### src/rtl/unrot_pipe.sv
// -----------------------------------------------------------------------------
// unrot_pipe
//
// Purpose:
//   Pipelined left barrel rotator. It undoes a right rotation by the same
//   amount, so rot followed by unrot_pipe with equal k is the identity.
//   out_bits[i] = in_bits[(i + k) mod N].
//
//   There is one register stage per shift stage, which keeps the rotation
//   network fast at large N. Stage j rotates left by N >> (j+1) when k[j] is
//   set. The still-unused k bits travel with the data. The pipeline has full
//   valid/ready backpressure, and bubbles collapse.
//
// Ports:
//   clk        single clock; all state updates on the rising edge
//   rst_n      asynchronous active-low reset; empties the pipeline
//   in_valid   input word and k are valid
//   in_ready   block accepts the input this cycle
//   in_bits    word to de-rotate; index 0 is the leftmost bit
//   in_k       rotate amount; k[0] weighs N/2, k[log2_N-1] weighs 1
//   out_valid  out_bits holds a result
//   out_ready  downstream accepts the result
//   out_bits   left-rotated word (last stage data register)
//   occupancy  number of words currently in flight (0..log2_N)
// -----------------------------------------------------------------------------
module unrot_pipe #(
   parameter int N      = 256,
   parameter int log2_N = 8
) (
   input  logic              clk,
   input  logic              rst_n,
   input  logic              in_valid,
   output logic              in_ready,
   input  logic [0:N-1]      in_bits,
   input  logic [0:log2_N-1] in_k,
   output logic              out_valid,
   input  logic              out_ready,
   output logic [0:N-1]      out_bits,
   output logic [log2_N:0]   occupancy
);

   localparam int L  = log2_N;
   // Stage j (j < L-1) keeps only the k bits that later stages still need:
   // in_k[j+1 .. L-1], which is L-1-j bits. These slices are packed
   // back to back, and the total is L*(L-1)/2 bits.
   localparam int KT = (L * (L - 1)) / 2;
   localparam logic [L:0] OCC_ONE = (L + 1)'(1);

   logic [0:L-1][0:N-1] data_reg;
   logic [0:L-1][0:N-1] data_next;
   logic [0:L-1][0:N-1] src_data;
   logic [0:L-1][0:N-1] rot_data;
   logic [0:L-1]        v_reg;
   logic [0:L-1]        v_next;
   logic [0:L-1]        src_v;
   logic [0:L-1]        src_kbit;
   logic [0:L-1]        adv;
   logic [0:L-1]        ld;
   logic [0:KT-1]       k_reg;
   logic [0:KT-1]       k_next;
   logic [L:0]          occ_reg;
   logic [L:0]          occ_next;
   logic                in_fire;
   logic                out_fire;

   genvar gi, bi;
   generate
      for (gi = 0; gi < L; gi++) begin : g_stage
         localparam int SHIFT = N >> (gi + 1);
         // OFF is the start of this stage's k slice. POFF is the start of the
         // previous stage's slice.
         localparam int OFF   = gi * (L - 1) - (gi * (gi - 1)) / 2;
         localparam int POFF  = (gi - 1) * (L - 1) - ((gi - 1) * (gi - 2)) / 2;

         if (gi == 0) begin : g_src
            assign src_data[gi] = in_bits;
            assign src_v[gi]    = in_valid;
            assign src_kbit[gi] = in_k[0];
         end else begin : g_src
            assign src_data[gi] = data_reg[gi-1];
            assign src_v[gi]    = v_reg[gi-1];
            // The first bit of the previous slice belongs to this stage.
            assign src_kbit[gi] = k_reg[POFF];
         end

         // Fixed left rotation by SHIFT: d[i] = src[(i + SHIFT) mod N].
         for (bi = 0; bi < N; bi++) begin : g_bit
            localparam int SRC_IDX = (bi + SHIFT) % N;
            assign rot_data[gi][bi] = src_data[gi][SRC_IDX];
         end

         // A stage can advance when it or any later stage has a bubble, or
         // when the output is being drained. This is the closed form of
         // adv[j] = !v[j] || adv[j+1]. It avoids a chained
         // self-referencing vector.
         assign adv[gi] = out_ready || !(&v_reg[gi:L-1]);
         assign ld[gi]  = adv[gi] && src_v[gi];

         assign v_next[gi]    = adv[gi] ? src_v[gi] : v_reg[gi];
         assign data_next[gi] = !ld[gi]      ? data_reg[gi] :
                                src_kbit[gi] ? rot_data[gi] : src_data[gi];

         // The last stage consumes its own k bit and stores none.
         if (gi < L - 1) begin : g_k
            localparam int W = L - 1 - gi;
            logic [0:W-1] k_rem;
            if (gi == 0) begin : g_rem
               assign k_rem = in_k[1:L-1];
            end else begin : g_rem
               assign k_rem = k_reg[POFF+1 +: W];
            end
            assign k_next[OFF +: W] = ld[gi] ? k_rem : k_reg[OFF +: W];
         end
      end
   endgenerate

   assign in_ready  = adv[0];
   assign out_valid = v_reg[L-1];
   assign out_bits  = data_reg[L-1];
   assign occupancy = occ_reg;

   assign in_fire  = in_valid && in_ready;
   assign out_fire = out_valid && out_ready;

   always_comb begin
      occ_next = occ_reg;
      if (in_fire && !out_fire) begin
         occ_next = occ_reg + OCC_ONE;
      end else if (!in_fire && out_fire) begin
         occ_next = occ_reg - OCC_ONE;
      end
   end

   always_ff @(posedge clk or negedge rst_n) begin
      if (!rst_n) begin
         data_reg <= '0;
         v_reg    <= '0;
         k_reg    <= '0;
         occ_reg  <= '0;
      end else begin
         data_reg <= data_next;
         v_reg    <= v_next;
         k_reg    <= k_next;
         occ_reg  <= occ_next;
      end
   end

endmodule
### config.mk
export PLATFORM = sky130hd
export DESIGN_NAME = unrot_pipe
export DESIGN_NICKNAME = d
export VERILOG_FILES = /design/src/rtl/unrot_pipe.sv
export SDC_FILE = /design/constraint.sdc
export NUM_CORES = 2
export LEC_CHECK = 0
export ABC_AREA = 1
export CAP_MARGIN = 40
export CORE_ASPECT_RATIO = 1.1
export CORE_MARGIN = 5
export CORE_UTILIZATION = 30
export CTS_BUF_LIST = sky130_fd_sc_hd__clkbuf_8
export CTS_CLUSTER_DIAMETER = 150
export DETAILED_ROUTE_END_ITERATION = 10
export HOLD_SLACK_MARGIN = 0.03
export PLACE_DENSITY = 0.52
export SLEW_MARGIN = 20
export SYNTH_ARGS = -nofsm -noshare
export SYNTH_HDL_FRONTEND = slang
export SYNTH_SLANG_ARGS = --single-unit
### constraint.sdc
create_clock -name clk -period 6.8 [get_ports clk]
set_input_delay 1.36 -clock clk [delete_from_list [all_inputs] [get_ports clk]]
set_output_delay 1.36 -clock clk [all_outputs]
set_load 0.05 [all_outputs]
Word level (Yosys, flattened, before mapping)
Index checks and enable logic that the tools add are counted.
Widths: inputs -> output; s select.

storage, ports and cells
  output and inout port bits = 267
  logic and storage cells = 73
  bits in registers = 2093

operators by class
  reduce and logical (&&, ||, !) cells = 37
  multiplexer cells = 10
  add/subtract/negate cells = 2

operators by type and width
  cell                 number
  $mux 256             8
  $mux 9               2
  $logic_and 1x1->1    11
  $logic_not 1->1      10
  $add 9x1->9 const B  1
  $sub 9x1->9 const B  1
  $logic_or 1x1->1     8
  $reduce_and 8->1     1
  $reduce_and 7->1     1
  $reduce_and 6->1     1
  $reduce_and 5->1     1
  $reduce_and 4->1     1
  $reduce_and 3->1     1
  $reduce_and 2->1     1
  $reduce_bool 2->1    1

Longest topological paths before layout
  word-level depth = 8
  gate-level depth with buffers = 17
  gate-level depth less buffers = 15

Worst setup path before layout
No wires, ideal clock.

  path kind = input -> output
  start = input out_ready
  end = output in_ready
  setup slack = 3298 ps
  arrival = 2142 ps
  path buffers = 0
  cell stages on the path = 4
  path through = nor2_4 nand2_4 nor2_4 nand4_1

between the ends
  longest elaborated chain between the ends = 1

RTL lines
  element             line  text
  start: declaration  37    input logic out_ready,
  $logic_or 1x1->1    96    assign adv[gi] = out_ready || !(&v_reg[gi:L-1]);
  end: declaration    33    output logic in_ready,

Every way passes these cells.

Final worst setup path
Same ends and word-level chain as after synthesis.

==> summary.md <==
| Metric | Value |
|---|---|
| Worst EP required | approximately 5400 ps |
| Nets | 12230 |
| Post_cts resized | 0 |
| Async S/R FF share, synth | 100% |
| Max reg flops | 1792 |
| # fillers | 35421 |
| WS Path Type | input pin to output port |
| Global placement routability congestion | 1.00 |
| Gr usage total | a little under a fifth |
| # setup viols final | 0 |
| CORE AREA | roughly 330000 µm² |
| Cell taking the most area after synthesis | dfrtp_1 |
| Peak VDD IR | 0.277 mV |
| Worst path max stage delay | 760 ps |
| Register area share after synthesis | 52.1% |
| Worst min path class | input pin to async pin |
| Critical Path Fanout Max | 4 |
| GR Util met1 | about 30% |
| Mapped Nets | 12308 |
| Critical-path cell list | clkdlybuf4s50_1, nor2_4, nand2_4, nor2_4, nand4_1, clkdlybuf4s50_1 |
| Row count | 223 |
| Pins Over Slew Limit | 0 |
| Setup TNS | 0 ps |
| Max Cap Viol | 0 |
| Number of flops mapped to enable cells by yosys | 0 |
| Post-CTS Setup Inserts | 0 |
| Library cells used by synthesis | 30 |
| Top-area cell type share of the netlist area | 52.1% |
| Area grow syn2layout | 14.3% |
| Final wirelength | 341 mm |
| Yosys warning count | 0 |
| Post-Synthesis Cells | 12031 |
| CTS tree | built |
| Synthesis-stage register bit count | 2093 |
| Total number of vias | 78494 |
| Post-Syn Area | 100000 µm² |
| Cts-stage hold buffer count | 0 |
| Port Buffer Count | between 500 and 600 |
| Outcome | complete, no violations |
| Final hold violation count | 0 |
| Vias in the first global route | 74869 |
| Synth area leaders | dfrtp_1 (52%), nand2_1 (10%), o21ai_0 (8.9%) |
| I/O Pins | 535 |
| H-tree Lvls | 5 |
| Starting density of the core | 30.0% |
| Die Ht | 617 µm |
| WL per Instance | 20.5 µm |
| Final hold slack | 353 ps |
| Grt met3 use | 3.00% |
| Initial antenna violation count | 6 |
| Fin crit share | about two thirds |
| Clock Tree Buf Depth | 4 |
| Root Driver | clkbuf_8 |
| Global-route wire length before repair | 506 mm |
| Syn avg cell area | roughly 8.4 µm² |
| Vias per cell | 4.72 |
| Post-DRT Antenna Nets | 0 |
| RSZ-0062 raised after global routing | no |
| Slowest stage cell on the critical path | clkdlybuf4s50_1 |
| Count leader, synth | nand2_1 |
| Hpwl dp | between 200 and 300 mm |
| Grt total ovfl | 0 |
| Leak | between 50 and 60 nW |
| Top delay family on crit path | buffers and inverters |
| PwrDens | 490 nW/µm² |
| Layout cells sized above 1 | under 10% |
| Number of DRC markers in iteration 0 | between 7000 and 8000 |
| Top cells by instance count after synthesis | nand2_1 (2805), dfrtp_1 (2093), o21ai_0 (1791), inv_1 (1175), nor2_1 (651) |
| Slew HR | between 20% and 30% |
| Clock skew | 110 ps |
| Largest net degree at the start of global routing | 272 |
| Maximum clock frequency | 216 MHz |
| First-pass iteration count of the detailed router | 6 |
| # clock sinks | roughly 2100 |
| Final Critical Period | 4620 ps |
| Die width | ~560 µm |
| Latest clock arrival within the worst-skew pair | approximately 1000 ps |
| Drt drc | 0 |
| Critical Path Source Type | input pin |
| GR peak layer | met1 |
| Worst Setup End Kind | output port |
| Worst Tran Pin Value | 1150 ps |
| Crit path buf inv count | 2 |
| Die Area | ~350000 µm² |
| Met2 usage in global routing | 25.4% |
| Clk slew on worst S/H paths | ~60 ps |
| Most used DFF post-synth | dfrtp_1 |
| TritonCTS Buffers | 370 |
| CP arrival | 3260 ps |
==> path summary, 6_finish.rpt <==
kind                       slack, ps  cells after the start                    endpoint                   from
max in group asynchronous       4730                      3   data_reg[467]$_DFFE_PN0P_                  rst_n
setup reg to reg                3070                     11  data_reg[1696]$_DFFE_PN0P_   v_reg[7]$_DFFE_PN0N_
min in group clk                 460                      2       k_reg[23]$_DFFE_PN0P_  k_reg[20]$_DFFE_PN0P_
hold / removal                   350                      1  data_reg[1863]$_DFFE_PN0P_                  rst_n
setup / recovery                2180                      6                    in_ready              out_ready
hold reg to reg                  460                      2       k_reg[23]$_DFFE_PN0P_  k_reg[20]$_DFFE_PN0P_
==> worst register-to-register path, stage by stage, from the launching register on <==
cell,delay [ps]
dfrtp_1,450
nand2_1,190
nor2_4,70
nand2_4,80
nor2_4,60
nand3_4,250
buf_4,710
buf_4,540
buf_16,310
buf_4,680
nand3_1,220
nand2_1,110
==> cells in the final DEF (no fill, tap or decap), types with 2 or more instances in the layout <==
cell type           n
diode_2             6
mux2i_1           512
clkinv_4            2
o211ai_1          508
nor2_1            649
nor2_4              4
clkdlybuf4s50_1   532
dfrtp_4             8
and2_1              2
nand2_8             3
inv_1            1310
clkinv_2           28
inv_6               6
inv_8               4
clkbuf_8          466
buf_4             101
or2_2               2
a21oi_1           644
inv_2               2
o21ai_0          1791
bufinv_16           6
dfrtp_1          2085
nand2_1          2803
ha_1                8
nand3b_1            3
buf_12             42
nand3_1           281
buf_2               3
o21ai_1           397
buf_16             12
clkinvlp_4          7
nand2_4             2
==> per-stage QoR <==
stage	setup WS [ps]	utilization, %	power, mW	area, µm²	cells
floorplan	3300	-	36.6	100000	12031
global placement	1630	32.0	44.4	107000	15950
detailed placement	1830	32.1	44.7	107000	15961
CTS	2090	34.3	56.8	115000	16614
global route	2050	34.3	60.4	115000	16623
finish	2180	34.3	56.3	115000	16627
==> report_power, final <==
group	switching (mW)	internal [mW]
clock network	5.44	6.37
logic	16.3	7.10
registers	3.84	17.3
total	25.6	30.8
==> per-layer routing <==
layer | share of wire (%) | vias up
li1 | - | 39037
met1 | 52 | 36972
met2 | 39 | 2034
met3 | 5.4 | 449
met4 | 3.5 | 2
met5 | 0.0038 | -
==> layout make-up <==
cell class              instances  area [µm²]  share of cell area (%)
multi-input cells            7619       37900                    33.0
flip-flops and latches       2093       52400                    45.6
repair buffers                691        7280                    6.34
clock buffers                 466        6410                    5.58
clock inverters               187         983                   0.856
well taps                    4387        5490                    4.78
diodes                          6        15.0                  0.0131
inverters                    1178        4430                    3.86
==> cells by family (layout without fill, tap and decap cells) <==
group                    Yosys count  after routing  share of synthesized area [%]
multiplexers                     512            512                           5.10
AND/OR/NAND/NOR                 3755           3755                           14.4
buffers and inverters           2319           2522                           10.3
AO/OA/AOI/OAI                   3341           3341                           17.9
adder cells (fa/ha/maj)            9              9                          0.120
flip-flops                      2093           2093                           52.1
other                              0              6                              0
XOR/XNOR                           2              2                         0.0174
Power figures use the tool's default switching activity.
